**config.mk**
```make
export PLATFORM = sky130hd
export DESIGN_NAME = pipe_stage_reg
export DESIGN_NICKNAME = d
export VERILOG_FILES = /design/src/rtl/pipe_stage_reg.sv
export SDC_FILE = /design/constraint.sdc
export NUM_CORES = 1
export LEC_CHECK = 0
export CAP_MARGIN = 10
export CORE_MARGIN = 1.5
export CORE_UTILIZATION = 43
export DETAILED_ROUTE_END_ITERATION = 10
export HOLD_SLACK_MARGIN = 0.05
export PLACE_DENSITY = 0.92
export SLEW_MARGIN = 25
export SYNTH_ARGS = -nofsm -noshare
export SYNTH_HDL_FRONTEND = slang
export SYNTH_SLANG_ARGS = --single-unit
export TNS_END_PERCENT = 5
```
**constraint.sdc**
```tcl
create_clock -name clk -period 3.8 [get_ports clk]
set_clock_uncertainty 0.2 [all_clocks]
set_input_delay 0.38 -clock clk [delete_from_list [all_inputs] [get_ports clk]]
set_output_delay 0.38 -clock clk [all_outputs]
set_load 0.03 [all_outputs]
```
**src/rtl/pipe_stage_reg.sv**
```systemverilog
// Pipeline boundary register: advances, inserts a bubble or holds according to the global stall vector.
// It also returns multi-cycle scratch state upstream and keeps saturating perf counters and a protocol error flag.
module pipe_stage_reg #(
  parameter int STALL_W   = 6,
  parameter int STAGE     = 3,
  parameter int PAYLOAD_W = 64,
  parameter int WEN_W     = 2,
  parameter int SCRATCH_W = 64,
  parameter int CNT_W     = 2,
  parameter int PERF_W    = 16,
  parameter logic [PAYLOAD_W-1:0] RESET_PAYLOAD = '0
) (
  input  logic                 clk,
  input  logic                 rst,
  input  logic [STALL_W-1:0]   stall,
  input  logic                 flush,
  input  logic                 in_valid,
  input  logic [WEN_W-1:0]     in_wen,
  input  logic [PAYLOAD_W-1:0] in_payload,
  input  logic [SCRATCH_W-1:0] scratch_i,
  input  logic [CNT_W-1:0]     cnt_i,
  input  logic                 perf_clr,
  output logic                 out_valid,
  output logic [WEN_W-1:0]     out_wen,
  output logic [PAYLOAD_W-1:0] out_payload,
  output logic [SCRATCH_W-1:0] scratch_o,
  output logic [CNT_W-1:0]     cnt_o,
  output logic [PERF_W-1:0]    bubble_cnt,
  output logic [PERF_W-1:0]    hold_cnt,
  output logic                 proto_err
);

  typedef enum logic [1:0] {
    MODE_ADVANCE,
    MODE_BUBBLE,
    MODE_HOLD,
    MODE_ILLEGAL
  } mode_t;

  mode_t mode;
  logic  up;
  logic  dn;

  assign up = stall[STAGE];
  assign dn = stall[STAGE+1];

  always_comb begin
    mode = MODE_ADVANCE;
    case ({up, dn})
      2'b00:   mode = MODE_ADVANCE;
      2'b01:   mode = MODE_ILLEGAL;
      2'b10:   mode = MODE_BUBBLE;
      default: mode = MODE_HOLD;
    endcase
  end

  // Pipeline contents and scratch feedback; flush overrides every stall pattern.
  always_ff @(posedge clk) begin
    if (rst || flush) begin
      out_valid   <= 1'b0;
      out_wen     <= '0;
      out_payload <= RESET_PAYLOAD;
      scratch_o   <= '0;
      cnt_o       <= '0;
    end else begin
      case (mode)
        MODE_ADVANCE, MODE_ILLEGAL: begin
          out_valid   <= in_valid;
          out_wen     <= in_wen;
          out_payload <= in_payload;
          scratch_o   <= '0;
          cnt_o       <= '0;
        end
        MODE_BUBBLE: begin
          out_valid   <= 1'b0;
          out_wen     <= '0;
          out_payload <= RESET_PAYLOAD;
          scratch_o   <= scratch_i;
          cnt_o       <= cnt_i;
        end
        default: begin
          scratch_o   <= scratch_i;
          cnt_o       <= cnt_i;
        end
      endcase
    end
  end

  // Perf counters and sticky error; a same-cycle clear beats any increment.
  always_ff @(posedge clk) begin
    if (rst || perf_clr) begin
      bubble_cnt <= '0;
      hold_cnt   <= '0;
      proto_err  <= 1'b0;
    end else if (!flush) begin
      if (mode == MODE_BUBBLE && bubble_cnt != '1)
        bubble_cnt <= bubble_cnt + 1'b1;
      if (mode == MODE_HOLD && hold_cnt != '1)
        hold_cnt <= hold_cnt + 1'b1;
      if (mode == MODE_ILLEGAL)
        proto_err <= 1'b1;
    end
  end

endmodule

```
==> results of run 1 <==
path summary, 6_finish.rpt:
path | to | slack, ns | cells after the start
worst min-delay path | proto_err | 0.20 | 4
worst min register to register | out_payload[20] | 0.26 | 2
worst max register to register | bubble_cnt[1] | 1.58 | 4
worst max-delay path | bubble_cnt[1] | 1.58 | 4
registers in the layout, summed over array words and instances (netlist names):
signal       count
bubble_cnt      16
cnt_o            2
hold_cnt        16
out_payload     64
out_valid        1
out_wen          2
proto_err        1
scratch_o       64
kinds of logic (layout without fill, tap and decap cells):
kind of cell             Yosys count  count (layout)  share of synthesized area (%)
AND/OR/NAND/NOR                  292             292                          28.93
adder cells (fa/ha/maj)            2               2                         0.4115
AO/OA/AOI/OAI                    135             135                          12.39
flip-flops                       166             166                          54.65
buffers and inverters             55             342                          3.621
layer usage:
layer / wire length, um / GRT usage [%]
met5: 0 / 0
met3: 1408 / 8.287
met4: 471 / 10.22
met1: 7197 / 27.35
met2: 9612 / 41.47
worst reg2reg max path: cells and delay by family, from the launching register on:
family             cells  cell delay [ns]
DFF                    1             0.44
and+or+nand+nor        2             1.14
AOI/OAI and AO/OA      2             0.36
through the flow:
stage          std cells  hold slack [ns]  area (um^2)  utilization (%)  total power (W)
2_1_floorplan        650           0.3292         6081                -         0.002027
3_3_place_gp        1086           0.2517         9170            66.32         0.002265
3_5_place_dp        1086           0.2572         9170            66.32         0.002273
4_1_cts             1117           0.1851         9736            70.41         0.003918
5_1_grt             1117           0.2280         9739            70.44         0.004022
6_report            1117           0.2049         9739            70.44         0.003896
power by group:
group | internal (W) | switching, W
logic | 0.000229 | 0.000210
clock network | 0.000953 | 0.000707
registers | 0.00178 | 0.0000169
total | 0.00296 | 0.000934
area by class of cell:
cell class | count | area share, %
Clock buffer | 21 | 4.830
Tap cell | 180 | 2.312
Sequential cell | 166 | 34.12
Multi-Input combinational cell | 429 | 26.13
Timing Repair Buffer | 308 | 31.51
Inverter | 3 | 0.1156
Clock inverter | 10 | 0.9764
placed cells by master, fill, tap and decap left out, types with 7 or more instances in the layout:
master	synthesis	layout
o31ai_1	9	9
nand4_1	9	9
dfxtp_1	166	166
nand2_1	11	11
nand2b_1	67	67
nor2_1	8	7
or3_1	12	12
and3_1	67	67
clkdlybuf4s50_1	0	302
nand3_1	78	78
clkbuf_16	0	17
o21ai_0	16	16
a21oi_1	90	90
or4_1	9	9
==> results_dict.tcl, run 1 <==
set metrics [dict create \
    post_cts_buffers 0 \
    ys_ff_latch 166 \
    n_antenna_cell 0 \
    cts_made_buffers 17 \
    drive_gt1_share_pct 5.443 \
    clk_pin_slew_ns 0.06 \
    critPathRequiredTime_ns 3.94 \
    synth_most_common_cell "dfxtp_1" \
    fillers 990 \
    place_congestion 0.8232 \
    min_period_ns 2.225 \
    rsz0062_at_grt "false" \
    arrival_ns 2.37 \
    cts.htree.levels 4 \
    gr-total-overflow 0 \
    grt_max_degree 129 \
    die_w_um 121.9 \
    crit_start "bubble_cnt[11]" \
    cts_buffer_depth 2 \
    cts_tree "built" \
    synthDominantCellAreaShare_pct 54.65 \
    clkSinkCount 166 \
    critPathKind "reg -> reg" \
    grt_pass1_vias 5355 \
    core_area_um2 13830 \
    synth_edf_count 0 \
    antenna_found_initial 0 \
    multi_input_area_um2 2545 \
    cpLargestDelayFamily "simple AND/OR/NAND/NOR gates" \
    ys_seq_area_share_pct 54.65 \
    vias 5879 \
    min_period_over_period_pct 58.55 \
    leakage_nw 3.612 \
    maxCapViolations 0 \
    dp_hpwl_um 12860 \
    final_antenna_net_count 0 \
    seqCellArea_um2 3323 \
    dr.pass1.iters 4 \
    dieArea_um2 14860 \
    final_max_slew_viol_count 0 \
    wl_um 18690 \
    critPathSlowestCell "nor4_2" \
    wl_per_cell_um 16.73 \
    worst_setup_path_end_kind "flip-flop" \
    boundaryPins 309 \
    vias_per_cell 5.263 \
    syn_area_per_cell_um2 9.355 \
    crit_chain "nand4_1 > nor4_2 > o21ai_0 > a21oi_1" \
    cts_hold_buffers 0 \
    syn_area_um2 6081 \
    tns_ns 0 \
    grt_pass1_wl_um 27960 \
    path_max_fanout 16 \
    slowest_delay_ns 0.88 \
    crit_buf_inv 0 \
    hp-class "in -> reg" \
    synth_nets 795 \
    setup_viol 0 \
    die_h_um 121.9 \
    min_from "stall[4]" \
    cts-resized-gates 0 \
    initial_core_util_pct 43.98 \
    cp-start-kind "flip-flop" \
    synth.area.top_cells "dfxtp_1 (55%), a21oi_1 (7.4%), and3_1 (6.9%)" \
    ys.flop_type "dfxtp_1" \
    synth_top_area_cell "dfxtp_1" \
    max_slew_margin_pct 37.43 \
    worst_pin_slew_ns 0.9300 \
    route.detailed.drc 0 \
    nets 1070 \
    synth_cell_type_count 50 \
    power_density_nw_per_um2 400.1 \
    timing.fmax_mhz 449.5 \
    status "finished, final reports clean" \
    regToRegStartpoint "bubble_cnt[11]" \
    insertion_delay_ns 0.42 \
    io_buffers 304 \
    synthCells 650 \
    synthArstFlopShare_pct 0 \
    drtIter0Drc 454 \
    root_buffer "clkbuf_16" \
    hold_viol_final 0 \
    area_growth_pct 60.16 \
    dp_slack_ns 1.172 \
    yosysWarnings 0 \
    synthTopCellsByCount "dfxtp_1 (166), a21oi_1 (90), nand3_1 (78), and3_1 (67), nand2b_1 (67)" \
    ir_drop_mv 0.3482 \
    layout_setup_ws_ns 1.575 \
    grtUsageTotal_pct 24.19 \
    fp-row-count 43 \
]
Power figures use the tool's default switching activity.
==> inputs of run 2 (changes only) <==
- CORE_UTILIZATION: 43 -> 40
- PLACE_DENSITY: 0.92 -> 0.86
- clock period: 3.8 -> 2.3 ns (I/O delays scaled with it)
==> run 2 against run 1 <==
  * Combinational power up 68%
  * Critical path depth unchanged
  * Die area up 7.3%
  * Routed wire length about the same
  * Largest power group unchanged
==> results_dict.tcl, run 2 (same netlist as run 1, synthesis figures left out) <==
set metrics [dict create \
    status "finished, final reports clean" \
    tns_ns 0 \
    min_from "stall[3]" \
    cts_buffer_depth 2 \
    wl_um 18700 \
    arrival_ns 2.22 \
    rsz0062_at_grt "false" \
    cts_hold_buffers 0 \
    clkSinkCount 166 \
    maxCapViolations 0 \
    root_buffer "clkbuf_16" \
    vias 5951 \
    dieArea_um2 15950 \
    nets 1084 \
    hold_viol_final 0 \
    wl_per_cell_um 16.48 \
    fillers 1089 \
    cts-resized-gates 0 \
    min_period_over_period_pct 90.05 \
    cts_tree "built" \
    cts.htree.levels 4 \
    switching_power_w 0.001528 \
    dr.pass1.iters 5 \
    vias_per_cell 5.243 \
    timing.fmax_mhz 482.8 \
    max_slew_margin_pct 49.03 \
    power_density_nw_per_um2 670.5 \
    final_common_cell "clkdlybuf4s50_1" \
    grtUsageTotal_pct 22.88 \
    gr-total-overflow 0 \
    critPathKind "reg -> reg" \
    place_congestion 0.8553 \
    worst_pin_slew_ns 0.7646 \
    regToRegStartpoint "hold_cnt[3]" \
    r2r_cells 4 \
    internal_power_w 0.005131 \
    cts_made_buffers 17 \
    post_cts_buffers 0 \
    placed_area_um2 9318 \
    final_max_slew_viol_count 0 \
    fp-row-count 44 \
    final_antenna_net_count 0 \
    worst_setup_path_end_kind "flip-flop" \
    drtIter0Drc 415 \
    core_area_um2 14700 \
    layout_common_cells "clkdlybuf4s50_1 (302), dfxtp_1 (166), a21oi_1 (90), nand3_1 (78)" \
    antenna_found_initial 0 \
    grt_pass1_wl_um 29040 \
    critPathRequiredTime_ns 2.45 \
    seq_power_share_pct 44.6 \
    initial_core_util_pct 41.37 \
    hp-class "in -> reg" \
    area_growth_pct 63.33 \
    leakage_nw 3.716 \
    die_w_um 126.3 \
    p_total_w 0.006660 \
    holdPathEnd "hold_cnt[1]" \
    io_buffers 304 \
    placed_cells 1104 \
    insertion_delay_ns 0.41 \
    grt_pass1_vias 5549 \
    ir_drop_mv 0.8560 \
    largestRegisters "out_payload: 64 flops, scratch_o: 64 flops" \
    cp-start-kind "flip-flop" \
    setup_viol 0 \
    clk_pin_slew_ns 0.07 \
    timing.hold.ws_ns 0.1270 \
    boundaryPins 309 \
    path_max_fanout 8 \
    netSwitchingFraction_pct 22.95 \
    min_period_ns 2.071 \
    power_frac_comb_pct 11.1 \
    route.detailed.drc 0 \
    reg2reg_setup_slack_ns 0.23 \
    rr_endpoint "hold_cnt[13]" \
    drive_gt1_share_pct 6.835 \
    final_cells 1135 \
    p_clk_share_pct 44.3 \
    hold_depth 4 \
    n_antenna_cell 0 \
    final_area_um2 9932 \
    dp_hpwl_um 12900 \
    grt_max_degree 202 \
    die_h_um 126.3 \
]
-- run 2: changes by cell type in the layout (fill, tap and decap cells not counted) --
cell	delta
buf_12	+3
buf_4	+12
buf_6	-1
bufinv_16	+2
clkinv_2	-1
clkinv_4	-1
inv_6	-1
inv_8	+1
-- run 2: area by class of cell --
type	instances	area, um^2	share of cell area, %
clock buffer	21	470.5	4.737
clock inverter	10	143.9	1.449
inverter	3	11.26	0.1134
multi-input combinational	429	2545	25.62
sequential	166	3323	33.46
tap	184	230.2	2.318
timing repair buffer	322	3208	32.30
-- run 2: critical path, cell delays in order, from the launching register on --
cell	delay (ns)
dfxtp_1	0.45
nand2_1	0.18
or3_1	0.53
or4_1	0.52
a21oi_1	0.14
-- run 2: power by group through the flow --
stage	Clock (W)	Sequential [W]	Combinational, W
2_1_floorplan	0	0.00316	0.000186
3_3_place_gp	0	0.00303	0.000733
3_5_place_dp	0	0.00303	0.000739
4_1_cts	0.00301	0.00297	0.000743
5_1_grt	0.00314	0.00297	0.000785
6_report	0.00295	0.00297	0.000740
-- run 2: worst max path at each step --
stage / end / cells after the start / start
finish: hold_cnt[13] / 4 / hold_cnt[3]
global route: hold_cnt[13] / 4 / hold_cnt[3]
CTS: hold_cnt[11] / 1 / hold_cnt[11]
detailed placement: bubble_cnt[0] / 5 / flush
global placement: bubble_cnt[6] / 4 / flush
floorplan: hold_cnt[13] / 5 / hold_cnt[2]
-- run 2: metal layers --
layer  vias to the layer above  GRT usage [%]  share of wire [%]
li1                       2904              -                  -
met1                      2789          28.88                 42
met2                       232          37.43                 49
met3                        26          7.339                7.1
met4                         0          7.167                2.1
met5                         -              0                  0
-- run 2: per-stage QoR --
step	utilization [%]	setup WS (ns)
5_1_grt	67.57	0.1710
3_3_place_gp	63.39	0.1104
6_report	67.57	0.2289
3_5_place_dp	63.39	0.02067
4_1_cts	67.57	0.2298
2_1_floorplan	-	0.1875
